$ cat src/rtl/msg_rx_ctrl_pkg.sv
// ============================================================================
//  Module   : msg_rx_ctrl_pkg
//  Purpose  : Shared receive-controller types: FSM encoding, default width and
//             serial line levels. The matching transmit controller uses these too.
//  Revision : 1.0 - initial release
// ============================================================================
`default_nettype none
`timescale 1ns/1ps

package msg_rx_ctrl_pkg;

   typedef enum logic [1:0] {
      IDLE = 2'd0,
      DATA = 2'd1,
      PAR  = 2'd2,
      STOP = 2'd3
   } rx_state_t;

   localparam int   c_msg_w_default = 8;
   localparam logic c_line_idle     = 1'b1;
   localparam logic c_line_start    = 1'b0;
   localparam logic c_line_stop     = 1'b1;

endpackage

`default_nettype wire

$ cat src/rtl/msg_bit_cntr.sv
// ============================================================================
//  Module   : msg_bit_cntr
//  Purpose  : Clear/enable data-bit counter; tc flags the last data bit and
//             the count saturates there instead of wrapping.
//  Revision : 1.0 - initial release
// ============================================================================
`default_nettype none
`timescale 1ns/1ps

module msg_bit_cntr #(
   parameter int MSG_W = 8
) (
   input  logic clk,
   input  logic reset,
   input  logic clr,
   input  logic en,
   output logic tc
);

   localparam int CW = (MSG_W > 1) ? $clog2(MSG_W) : 1;
   localparam logic [CW-1:0] c_last = CW'(MSG_W - 1);

   logic [CW-1:0] r_cnt;
   logic          w_tc;

   assign w_tc = (r_cnt == c_last);
   assign tc   = w_tc;

   always_ff @(posedge clk or posedge reset) begin
      if (reset) begin
         r_cnt <= '0;
      end else if (clr) begin
         r_cnt <= '0;
      end else if (en && !w_tc) begin
         r_cnt <= r_cnt + CW'(1);
      end
   end

endmodule

`default_nettype wire

$ cat src/rtl/msg_rx_ctrl.sv
// ============================================================================
//  Module   : msg_rx_ctrl
//  Purpose  : Frames a sampled serial stream (start, MSG_W data LSB first,
//             optional even parity, stop) into words with valid/error pulses.
//             Parity is enabled by defining MSG_RX_PARITY_EN.
//  Revision : 1.0 - initial release
// ============================================================================
`default_nettype none
`timescale 1ns/1ps

module msg_rx_ctrl
   import msg_rx_ctrl_pkg::*;
#(
   parameter int MSG_W = c_msg_w_default
) (
   input  logic             clk,
   input  logic             reset,
   input  logic             rx_bit,
   input  logic             bit_tick,
   output logic [MSG_W-1:0] msg,
   output logic             msg_valid,
   output logic             frame_err,
   output logic             parity_err,
   output logic             busy
);

   rx_state_t        r_state, w_state_nxt;
   logic [MSG_W-1:0] r_sh;
   logic [MSG_W-1:0] r_msg;
   logic             r_valid, r_ferr, r_busy;
   logic             w_valid_nxt, w_ferr_nxt, w_perr_nxt;
   logic             w_cnt_clr, w_cnt_en, w_sh_en, w_tc, w_perr;

   msg_bit_cntr #(
      .MSG_W (MSG_W)
   ) u_bit_cntr (
      .clk   (clk),
      .reset (reset),
      .clr   (w_cnt_clr),
      .en    (w_cnt_en),
      .tc    (w_tc)
   );

`ifdef MSG_RX_PARITY_EN
   logic r_rx_par, r_perr, w_par_cap;

   // Even parity over data plus the received parity bit must come out 0.
   assign w_perr = ^{r_sh, r_rx_par};

   always_ff @(posedge clk or posedge reset) begin
      if (reset) begin
         r_rx_par <= 1'b0;
         r_perr   <= 1'b0;
      end else begin
         if (w_par_cap) r_rx_par <= rx_bit;
         r_perr <= w_perr_nxt;
      end
   end

   assign parity_err = r_perr;
`else
   assign w_perr     = 1'b0;
   assign parity_err = 1'b0;
`endif

   always_comb begin
      w_state_nxt = r_state;
      w_cnt_clr   = 1'b0;
      w_cnt_en    = 1'b0;
      w_sh_en     = 1'b0;
      w_valid_nxt = 1'b0;
      w_ferr_nxt  = 1'b0;
      w_perr_nxt  = 1'b0;
`ifdef MSG_RX_PARITY_EN
      w_par_cap   = 1'b0;
`endif
      if (bit_tick) begin
         case (r_state)
            IDLE: begin
               if (rx_bit == c_line_start) begin
                  w_state_nxt = DATA;
                  w_cnt_clr   = 1'b1;
               end
            end
            DATA: begin
               w_sh_en  = 1'b1;
               w_cnt_en = 1'b1;
               if (w_tc) begin
`ifdef MSG_RX_PARITY_EN
                  w_state_nxt = PAR;
`else
                  w_state_nxt = STOP;
`endif
               end
            end
            PAR: begin
`ifdef MSG_RX_PARITY_EN
               w_par_cap   = 1'b1;
               w_state_nxt = STOP;
`else
               w_state_nxt = IDLE;
`endif
            end
            STOP: begin
               // A bad stop bit masks any parity error on the same frame.
               if (rx_bit != c_line_stop) begin
                  w_ferr_nxt = 1'b1;
               end else if (w_perr) begin
                  w_perr_nxt = 1'b1;
               end else begin
                  w_valid_nxt = 1'b1;
               end
               w_state_nxt = IDLE;
            end
            default: w_state_nxt = IDLE;
         endcase
      end
   end

   always_ff @(posedge clk or posedge reset) begin
      if (reset) begin
         r_state <= IDLE;
         r_sh    <= '0;
         r_msg   <= '0;
         r_valid <= 1'b0;
         r_ferr  <= 1'b0;
         r_busy  <= 1'b0;
      end else begin
         r_state <= w_state_nxt;
         if (w_sh_en) r_sh <= {rx_bit, r_sh[MSG_W-1:1]};
         if (w_valid_nxt) r_msg <= r_sh;
         r_valid <= w_valid_nxt;
         r_ferr  <= w_ferr_nxt;
         r_busy  <= (w_state_nxt != IDLE);
      end
   end

   assign msg       = r_msg;
   assign msg_valid = r_valid;
   assign frame_err = r_ferr;
   assign busy      = r_busy;

endmodule

`default_nettype wire

$ cat config.mk
export PLATFORM = sky130hd
export DESIGN_NAME = msg_rx_ctrl
export DESIGN_NICKNAME = d
export VERILOG_FILES = /design/src/rtl/msg_rx_ctrl_pkg.sv /design/src/rtl/msg_bit_cntr.sv /design/src/rtl/msg_rx_ctrl.sv
export SDC_FILE = /design/constraint.sdc
export NUM_CORES = 1
export LEC_CHECK = 0
export CAP_MARGIN = 20
export CELL_PAD_IN_SITES_DETAIL_PLACEMENT = 1
export CELL_PAD_IN_SITES_GLOBAL_PLACEMENT = 1
export CORE_MARGIN = 5
export CORE_UTILIZATION = 44
export CTS_CLUSTER_SIZE = 16
export DETAILED_ROUTE_END_ITERATION = 8
export GPL_TIMING_DRIVEN = 0
export PLACE_DENSITY = 0.79
export SLEW_MARGIN = 0
export SYNTH_ARGS = -nofsm -noshare
export SYNTH_HDL_FRONTEND = slang
export SYNTH_SLANG_ARGS = --single-unit
$ cat constraint.sdc
create_clock -name clk -period 2.6 [get_ports clk]
set_clock_uncertainty 0.2 [all_clocks]
set_input_delay 0.65 -clock clk [delete_from_list [all_inputs] [get_ports clk]]
set_output_delay 0.65 -clock clk [all_outputs]
set_load 0.01 [all_outputs]
==> results.tsv, run 1 <==
metric	value	unit
status	complete, no violations	
vdd_drop_max	0.488	mV
power_frac_comb	0.346	
nNetsFinal	94	
muxShareOfSynthArea	0.174	
portBuffers	14	
finalWorstSetupSlack	0.532	ns
ant_nets	0	
syn2layout_area_growth	21.7	%
layout_min_cycle_time	2.07	ns
drt_iter0_markers	4	
synth_compound_area_frac	0.0450	
synth_flop_cell	dfrtp_1	
synth_fa_ha_area_frac	0.0257	
syn_avg_cell_area	14.1	µm²
cpPeakStageDelay	0.54	ns
arrival	1.22	ns
cp.required	1.75	ns
hpwlAfterDp	1240	µm
cap_violations	0	
grt_pass1_vias	580	
dp_slack	0.361	ns
crit_type	register to output port	
grt_pass1_wl	2640	µm
leakage	0.550	nW
ys_warn_count	0	
die-area	3250	µm²
multiInputGateArea	335	µm²
p_int	0.000866	W
crit_path_cell_trace	clkdlybuf4s50_1	
synth_commonest_cells	dfrtp_1 (24), mux2_2 (15), inv_1 (5)	
p_switching	0.000360	W
critPathLaunchType	register	
ctsResizeCount	0	
die_h	57.0	µm
place.gp.congestion	0.681	
grt_overflow_total	0	
wirelength	1600	µm
synth_top_family_by_area	multiplexers	
crit_family	buffers and inverters	
ys_ff_latch	24	
slew_headroom	0.413	
groute.usage.overall	0.105	
clock_sinks	24	
synthTopCellsByArea	dfrtp_1 (62%), mux2_2 (17%), ha_1 (2.6%), inv_1 (1.9%), nand3_4 (1.8%)	
layoutNonFillerInstCount	115	
clk_path_buf_depth	2	
rsz0062_at_grt	false	
cts.htree.levels	1	
setup_tns	0	ns
post_cts_buffers	0	
first_pass_iters	2	
synthXorXnorAreaFrac	0.00900	
cp-end-kind	output port	
fmax	484	MHz
antenna_found_initial	0	
drv_slew	0	
ys_types	20	
synth.most_common_cell	dfrtp_1	
post_drt_wl_per_cell	13.9	µm
cts_root_buf	clkbuf_4	
synth-edff-count	0	
grt_max_degree	25	
regArea	601	µm²
min_path_type	register to register	
finalHoldViolations	0	
ys_seq_area_frac	0.617	
drc	0	
fp.dieW	57.0	µm
numPlacedInstances	111	
syn-cell-area	973	µm²
cts_hold_buf	0	
syn_inst	69	
clock_power_share	0.153	
post-route-period-util	0.795	
drive_gt1_frac	0.299	
antenna_cells	0	
power_density	1030	nW/µm²
sequentialPowerShare	0.501	
vias	543	
fp-row-count	17	
sw_frac_of_total	0.294	
synth_top_area_share	0.617	
total_power	0.00123	W
synth_fp_nets	75	
hold_ws	0.318	ns
numCtsBuffers	3	
initial_core_util	0.449	
crit_path_top_delay_cell	clkdlybuf4s50_1	
tightest_slew	0.880	ns
coreArea	2170	µm²
finalSetupViolCount	0	
clk_latency	0.30	ns
tritoncts	built	
synth-simple-area-share	0.0874	
num-fill-cells	220	
yosysTopAreaCell	dfrtp_1	
cp.buffers_inverters	1	
crit_fanout	2	
clkSlewWorstSetupHoldPaths	0.12	ns
viasPerCell	4.72	
async_flop_share	1.00	
boundaryPins	16	
==> cell type report <==
| type | instances | area share |
|---|---|---|
| Inverter | 5 | 0.0158 |
| Clock buffer | 4 | 0.0306 |
| Multi-Input combinational cell | 38 | 0.283 |
| Tap cell | 28 | 0.0296 |
| Sequential cell | 24 | 0.507 |
| Buffer | 2 | 0.0158 |
| Timing Repair Buffer | 14 | 0.118 |
==> worst reg2reg max path: stages, from the launching register on <==
cell      delay (ns)
dfrtp_1         0.42
ha_1            0.21
ha_1            0.24
and4bb_2        0.35
xnor2_1         0.13
nor2_1          0.05
==> routing by layer <==
metal	global-route usage	up-vias	share of wire	wire (µm)
met3	0.0226	0	0.050	80
met4	0.0298	0	0	0
li1	-	272	-	-
met5	0	-	0	0
met2	0.173	12	0.50	794
met1	0.138	259	0.45	727
==> cells in the final DEF, fill, tap and decap left out, drive strengths merged, types with 2 or more instances in the layout <==
cell type       n
nand2           3
nor2            2
inv             5
o21ai           3
clkbuf          4
mux2           15
clkdlybuf4s50  14
buf             2
a21oi           3
dfrtp          24
ha              2
==> final timing paths <==
check	from	to	slack, ns	cells past startpoint
min reg2reg	r_sh[7]	r_sh[7]	0.32	2
max	msg[5]	msg[5]	0.53	1
max in group asynchronous	reset	u_bit_cntr.r_cnt[0]	1.04	2
min	r_sh[7]	r_sh[7]	0.32	2
min in group asynchronous	reset	r_sh[2]	0.63	2
max reg2reg	u_bit_cntr.r_cnt[0]	u_bit_cntr.r_cnt[0]	0.88	5
==> power groups by stage <==
stage	clock, W	sequential [W]	combinational [W]
2_1_floorplan	0	0.000628	0.000240
4_1_cts	0.000196	0.000617	0.000436
5_1_grt	0.000215	0.000635	0.000468
3_3_place_gp	0	0.000612	0.000413
3_5_place_dp	0	0.000627	0.000435
6_report	0.000188	0.000614	0.000424
==> state kept, by name (all words and copies together), names as in the netlist <==
signal,cells
r_state,2
u_bit_cntr.r_cnt,3
busy,1
frame_err,1
msg,8
r_sh,8
msg_valid,1
==> cell families after synthesis <==
kind of cell	after synthesis
other cells	1
mux	15
buf+inv	7
xor+xnor	1
flops	24
compound gates	8
simple gates	11
fa+ha+maj	2
==> metrics by stage <==
stage,util,instance area [µm²]
after floorplan,-,973
after global placement,0.529,1150
after detailed placement,0.529,1150
after CTS,0.546,1180
after global routing,0.546,1180
final,0.546,1180
No activity file was read; power rests on OpenSTA's default activity.
==> run 2, diff against run 1 <==
--- a/config.mk
+++ b/config.mk
@@ -9,11 +9,11 @@
 export CELL_PAD_IN_SITES_DETAIL_PLACEMENT = 1
 export CELL_PAD_IN_SITES_GLOBAL_PLACEMENT = 1
 export CORE_MARGIN = 5
-export CORE_UTILIZATION = 44
+export CORE_UTILIZATION = 37
 export CTS_CLUSTER_SIZE = 16
 export DETAILED_ROUTE_END_ITERATION = 8
 export GPL_TIMING_DRIVEN = 0
-export PLACE_DENSITY = 0.79
+export PLACE_DENSITY = 0.71
 export SLEW_MARGIN = 0
 export SYNTH_ARGS = -nofsm -noshare
 export SYNTH_HDL_FRONTEND = slang
==> constraint.sdc (replaced) <==
create_clock -name clk -period 1.8 [get_ports clk]
set_clock_uncertainty 0.2 [all_clocks]
set_input_delay 0.45 -clock clk [delete_from_list [all_inputs] [get_ports clk]]
set_output_delay 0.45 -clock clk [all_outputs]
set_load 0.01 [all_outputs]
==> results.tsv, run 2 (same netlist as run 1, synthesis figures left out) <==
metric	value	unit
setup_tns	0	ns
ff2ff_path_depth	5	
drv_slew	0	
place.gp.congestion	0.795	
vias	571	
cpPeakStageDelay	0.57	ns
tritoncts	built	
cts_hold_buf	0	
ctsResizeCount	11	
grt_pass1_wl	2770	µm
leakage	0.599	nW
die-area	3760	µm²
total_power	0.00182	W
hpwlAfterDp	1230	µm
power_frac_comb	0.305	
num-fill-cells	270	
crit_type	input port to register	
cap_violations	0	
worstHoldEndpoint	msg[5]	
cp-end-kind	register	
wirelength	1620	µm
grt_pass1_vias	631	
numCtsBuffers	3	
cts.htree.levels	1	
drc	0	
ant_nets	0	
crit_path_top_delay_cell	clkdlybuf4s50_1	
critPathLaunchType	input port	
antenna_found_initial	0	
crit-reg2reg-capture	u_bit_cntr.r_cnt[0]	
tightest_slew	0.886	ns
vdd_drop_max	0.662	mV
groute.usage.overall	0.101	
finalHoldViolations	0	
post-route-period-util	0.950	
sw_frac_of_total	0.287	
status	complete, no violations	
hold_start	msg[5]	
clk_latency	0.31	ns
startpoint	bit_tick	
grt_overflow_total	0	
layout_commonest_cell	dfrtp_1	
layout_common_cells	dfrtp_1 (24), mux2_2 (15), dlygate4sd2_1 (11)	
crit_fanout	9	
antenna_cells	0	
fmax	585	MHz
clkSlewWorstSetupHoldPaths	0.13	ns
rsz0062_at_grt	false	
min_path_type	register to register	
arrival	1.71	ns
crit_path_cell_trace	clkdlybuf4s50_1 > and2_4 > nand3_4 > mux2_2	
rr_startpoint	u_bit_cntr.r_cnt[0]	
drive_gt1_frac	0.310	
ff2ff_setup_slack	0.09	ns
finalWorstSetupSlack	0.0894	ns
clk_path_buf_depth	2	
fp-row-count	18	
cp.required	1.80	ns
viasPerCell	4.88	
coreArea	2500	µm²
finalSetupViolCount	0	
first_pass_iters	3	
grt_max_degree	25	
clock_sinks	24	
nNetsFinal	94	
post_cts_buffers	0	
fp.dieW	61.3	µm
die_h	61.3	µm
layout_min_cycle_time	1.71	ns
min_path_cells	1	
p_int	0.00130	W
power_density	1520	nW/µm²
initial_core_util	0.389	
cts_root_buf	clkbuf_4	
dp_slack	-0.277	ns
drt_iter0_markers	2	
sequentialPowerShare	0.486	
syn2layout_area_growth	22.9	%
post_drt_wl_per_cell	13.9	µm
portBuffers	14	
clock_power_share	0.209	
p_switching	0.000522	W
boundaryPins	16	
slew_headroom	0.409	
run 2: changes by cell type in the layout (fill, tap and decap cells not counted):
cell | previous run | this run
bufinv_16 | 0 | 1
clkbuf_8 | 1 | 0
clkdlybuf4s50_1 | 14 | 3
dlygate4sd2_1 | 0 | 11
nor4b_1 | 1 | 0
nor4b_2 | 0 | 1
run 2: layer usage:
layer | track usage | part of all wire | vias up
met1 | 0.123 | 0.45 | 288
met5 | 0 | 0 | -
li1 | - | - | 271
met3 | 0.0252 | 0.046 | 2
met4 | 0.0372 | 0.013 | 0
met2 | 0.172 | 0.49 | 10
run 2: how the worst max path moves through the flow:
stage                          endpoint  slack [ns]
floorplan           u_bit_cntr.r_cnt[0]        0.21
global placement                 msg[7]       -0.23
detailed placement  u_bit_cntr.r_cnt[0]       -0.28
CTS                 u_bit_cntr.r_cnt[0]        0.06
global route        u_bit_cntr.r_cnt[0]       0.009
finish                           msg[2]        0.09
run 2: metrics by stage:
step | cell area [µm²] | hold WS [ns] | util | cells
2_1_floorplan | 973 | 0.262 | - | 69
3_3_place_gp | 1150 | 0.286 | 0.460 | 113
3_5_place_dp | 1150 | 0.295 | 0.460 | 113
4_1_cts | 1190 | 0.322 | 0.476 | 117
5_1_grt | 1200 | 0.338 | 0.478 | 117
6_report | 1200 | 0.319 | 0.478 | 117
run 2: power groups by stage:
stage          Sequential (W)  Clock, W  Combinational, W
2_1_floorplan        0.000907         0          0.000347
3_3_place_gp         0.000885         0          0.000599
3_5_place_dp         0.000901         0          0.000626
4_1_cts              0.000885  0.000395          0.000569
5_1_grt              0.000910  0.000425          0.000619
6_report             0.000883  0.000380          0.000555
run 2: critical path, delay by kind of cell:
| kind | cells | cell delay, ns |
|---|---|---|
| buf+inv | 1 | 0.57 |
| simple gates | 2 | 0.36 |
| mux | 1 | 0.32 |
run 2: final cells by class:
type	count	area, µm²	share of cell area
plain buffers	2	18.8	0.0157
clock buffers	3	22.5	0.0188
clock inverters	1	30.0	0.0251
inverters	5	18.8	0.0157
multi-input cells	38	342	0.286
flip-flops and latches	24	601	0.502
well taps	30	37.5	0.0314
repair buffers	14	126	0.106
==> run 3, diff against run 2 <==
--- a/config.mk
+++ b/config.mk
@@ -8,6 +8,7 @@
 export CAP_MARGIN = 20
 export CELL_PAD_IN_SITES_DETAIL_PLACEMENT = 1
 export CELL_PAD_IN_SITES_GLOBAL_PLACEMENT = 1
+export CORE_ASPECT_RATIO = 0.9
 export CORE_MARGIN = 5
 export CORE_UTILIZATION = 37
 export CTS_CLUSTER_SIZE = 16
==> results.tsv, run 3 (same netlist as run 1, synthesis figures left out) <==
metric	value	unit
finalWorstSetupSlack	0.0608	ns
cp.required	1.78	ns
antenna_cells	0	
status	complete, no violations	
finalHoldViolations	0	
tritoncts	built	
cts_root_buf	clkbuf_4	
cap_violations	0	
fin_util	0.471	
layout_min_cycle_time	1.74	ns
layout_common_cells	dfrtp_1 (24), mux2_2 (15), dlygate4sd2_1 (11)	
crit_path_cell_trace	ha_1 > ha_1 > and4bb_2 > xnor2_1 > nor2_1	
leakage	0.591	nW
hpwlAfterDp	1200	µm
layout_commonest_cell	dfrtp_1	
post-route-period-util	0.966	
sw_frac_of_total	0.304	
min_path_type	register to register	
drv_slew	0	
fp-row-count	17	
initial_core_util	0.391	
clk_latency	0.31	ns
grt_max_degree	25	
vdd_drop_max	0.891	mV
syn2layout_area_growth	20.3	%
drive_gt1_frac	0.299	
crit_path_top_delay_cell	dfrtp_1	
place.gp.congestion	0.755	
grt_pass1_vias	637	
crit_fanout	4	
post_cts_buffers	0	
arrival	1.72	ns
wirelength	1640	µm
cp-end-kind	register	
numCtsBuffers	3	
slew_headroom	0.413	
fin_area	1170	µm²
tightest_slew	0.879	ns
first_pass_iters	2	
vias	580	
rsz0062_at_grt	false	
viasPerCell	5.04	
nNetsFinal	94	
clock_power_share	0.162	
clkSlewWorstSetupHoldPaths	0.12	ns
total_power	0.00171	W
cpPeakStageDelay	0.42	ns
ant_nets	0	
grt_overflow_total	0	
die_h	58.7	µm
crit_type	register to register	
sequentialPowerShare	0.514	
post_drt_wl_per_cell	14.3	µm
cts.htree.levels	1	
numPlacedInstances	111	
groute.usage.overall	0.0973	
place_area	1150	µm²
clk_path_buf_depth	2	
grt_pass1_wl	2890	µm
layoutNonFillerInstCount	115	
boundaryPins	16	
coreArea	2490	µm²
fp.dieW	64.1	µm
critPathLaunchType	register	
portBuffers	14	
finalSetupViolCount	0	
drt_iter0_markers	6	
p_switching	0.000520	W
num-fill-cells	270	
drc	0	
power_frac_comb	0.324	
p_int	0.00119	W
dp_slack	-0.255	ns
fmax	575	MHz
power_density	1460	nW/µm²
crit_top_cell	ha_1	
clock_sinks	24	
antenna_found_initial	0	
die-area	3760	µm²
## run 3: cell types whose count changed in the layout (fill, tap and decap cells not counted), sizes merged
cell / change
bufinv: -1
clkbuf: +1
## run 3: timing repair
action | CTS | global route
setup endpoints to repair | 11 | 0
gates resized for setup | 11 | 0
hold buffers | 0 | 0
## run 3: critical path, delay by kind of cell, from the launching register on
kind / cells / cell delay (ns)
XOR/XNOR: 1 / 0.14
adder cells (fa/ha/maj): 2 / 0.45
flip-flops: 1 / 0.42
AND/OR/NAND/NOR: 2 / 0.41
## run 3: cell type report
type,count,area (µm²),share of cell area
buffer,2,18.8,0.0160
clock buffer,4,36.3,0.0310
inverter,5,18.8,0.0160
multi-input combinational,38,335,0.286
sequential,24,601,0.513
tap,28,35.0,0.0299
timing repair buffer,14,126,0.108
## run 3: final timing paths
path	from	to	slack [ns]	cells past startpoint
hold reg to reg	msg[5]	msg[5]	0.31	1
max in group asynchronous	reset	u_bit_cntr.r_cnt[0]	0.45	2
setup / recovery	u_bit_cntr.r_cnt[0]	u_bit_cntr.r_cnt[0]	0.06	5
setup reg to reg	u_bit_cntr.r_cnt[0]	u_bit_cntr.r_cnt[0]	0.06	5
min in group asynchronous	reset	msg[0]	0.41	2
hold / removal	msg[5]	msg[5]	0.31	1
## run 3: layer usage
layer  wire (µm)  global-route usage  up-vias
met5           0                   0        -
met3         103              0.0496        2
li1            -                   -      268
met4          11              0.0178        0
met1         738               0.123      296
met2         790               0.151       14
## run 3: through the flow
step / setup TNS, ns / hold slack [ns]
detailed placement: -3.46 / 0.293
floorplan: 0 / 0.262
finish: 0 / 0.313
global placement: -2.84 / 0.287
global route: 0 / 0.340
CTS: 0 / 0.321
## run 3: power groups by stage
stage	clock network, W	logic, W	registers [W]
6_report	0.000278	0.000555	0.000881
5_1_grt	0.000314	0.000617	0.000914
4_1_cts	0.000292	0.000568	0.000886
3_5_place_dp	0	0.000625	0.000903
3_3_place_gp	0	0.000599	0.000887
2_1_floorplan	0	0.000347	0.000907
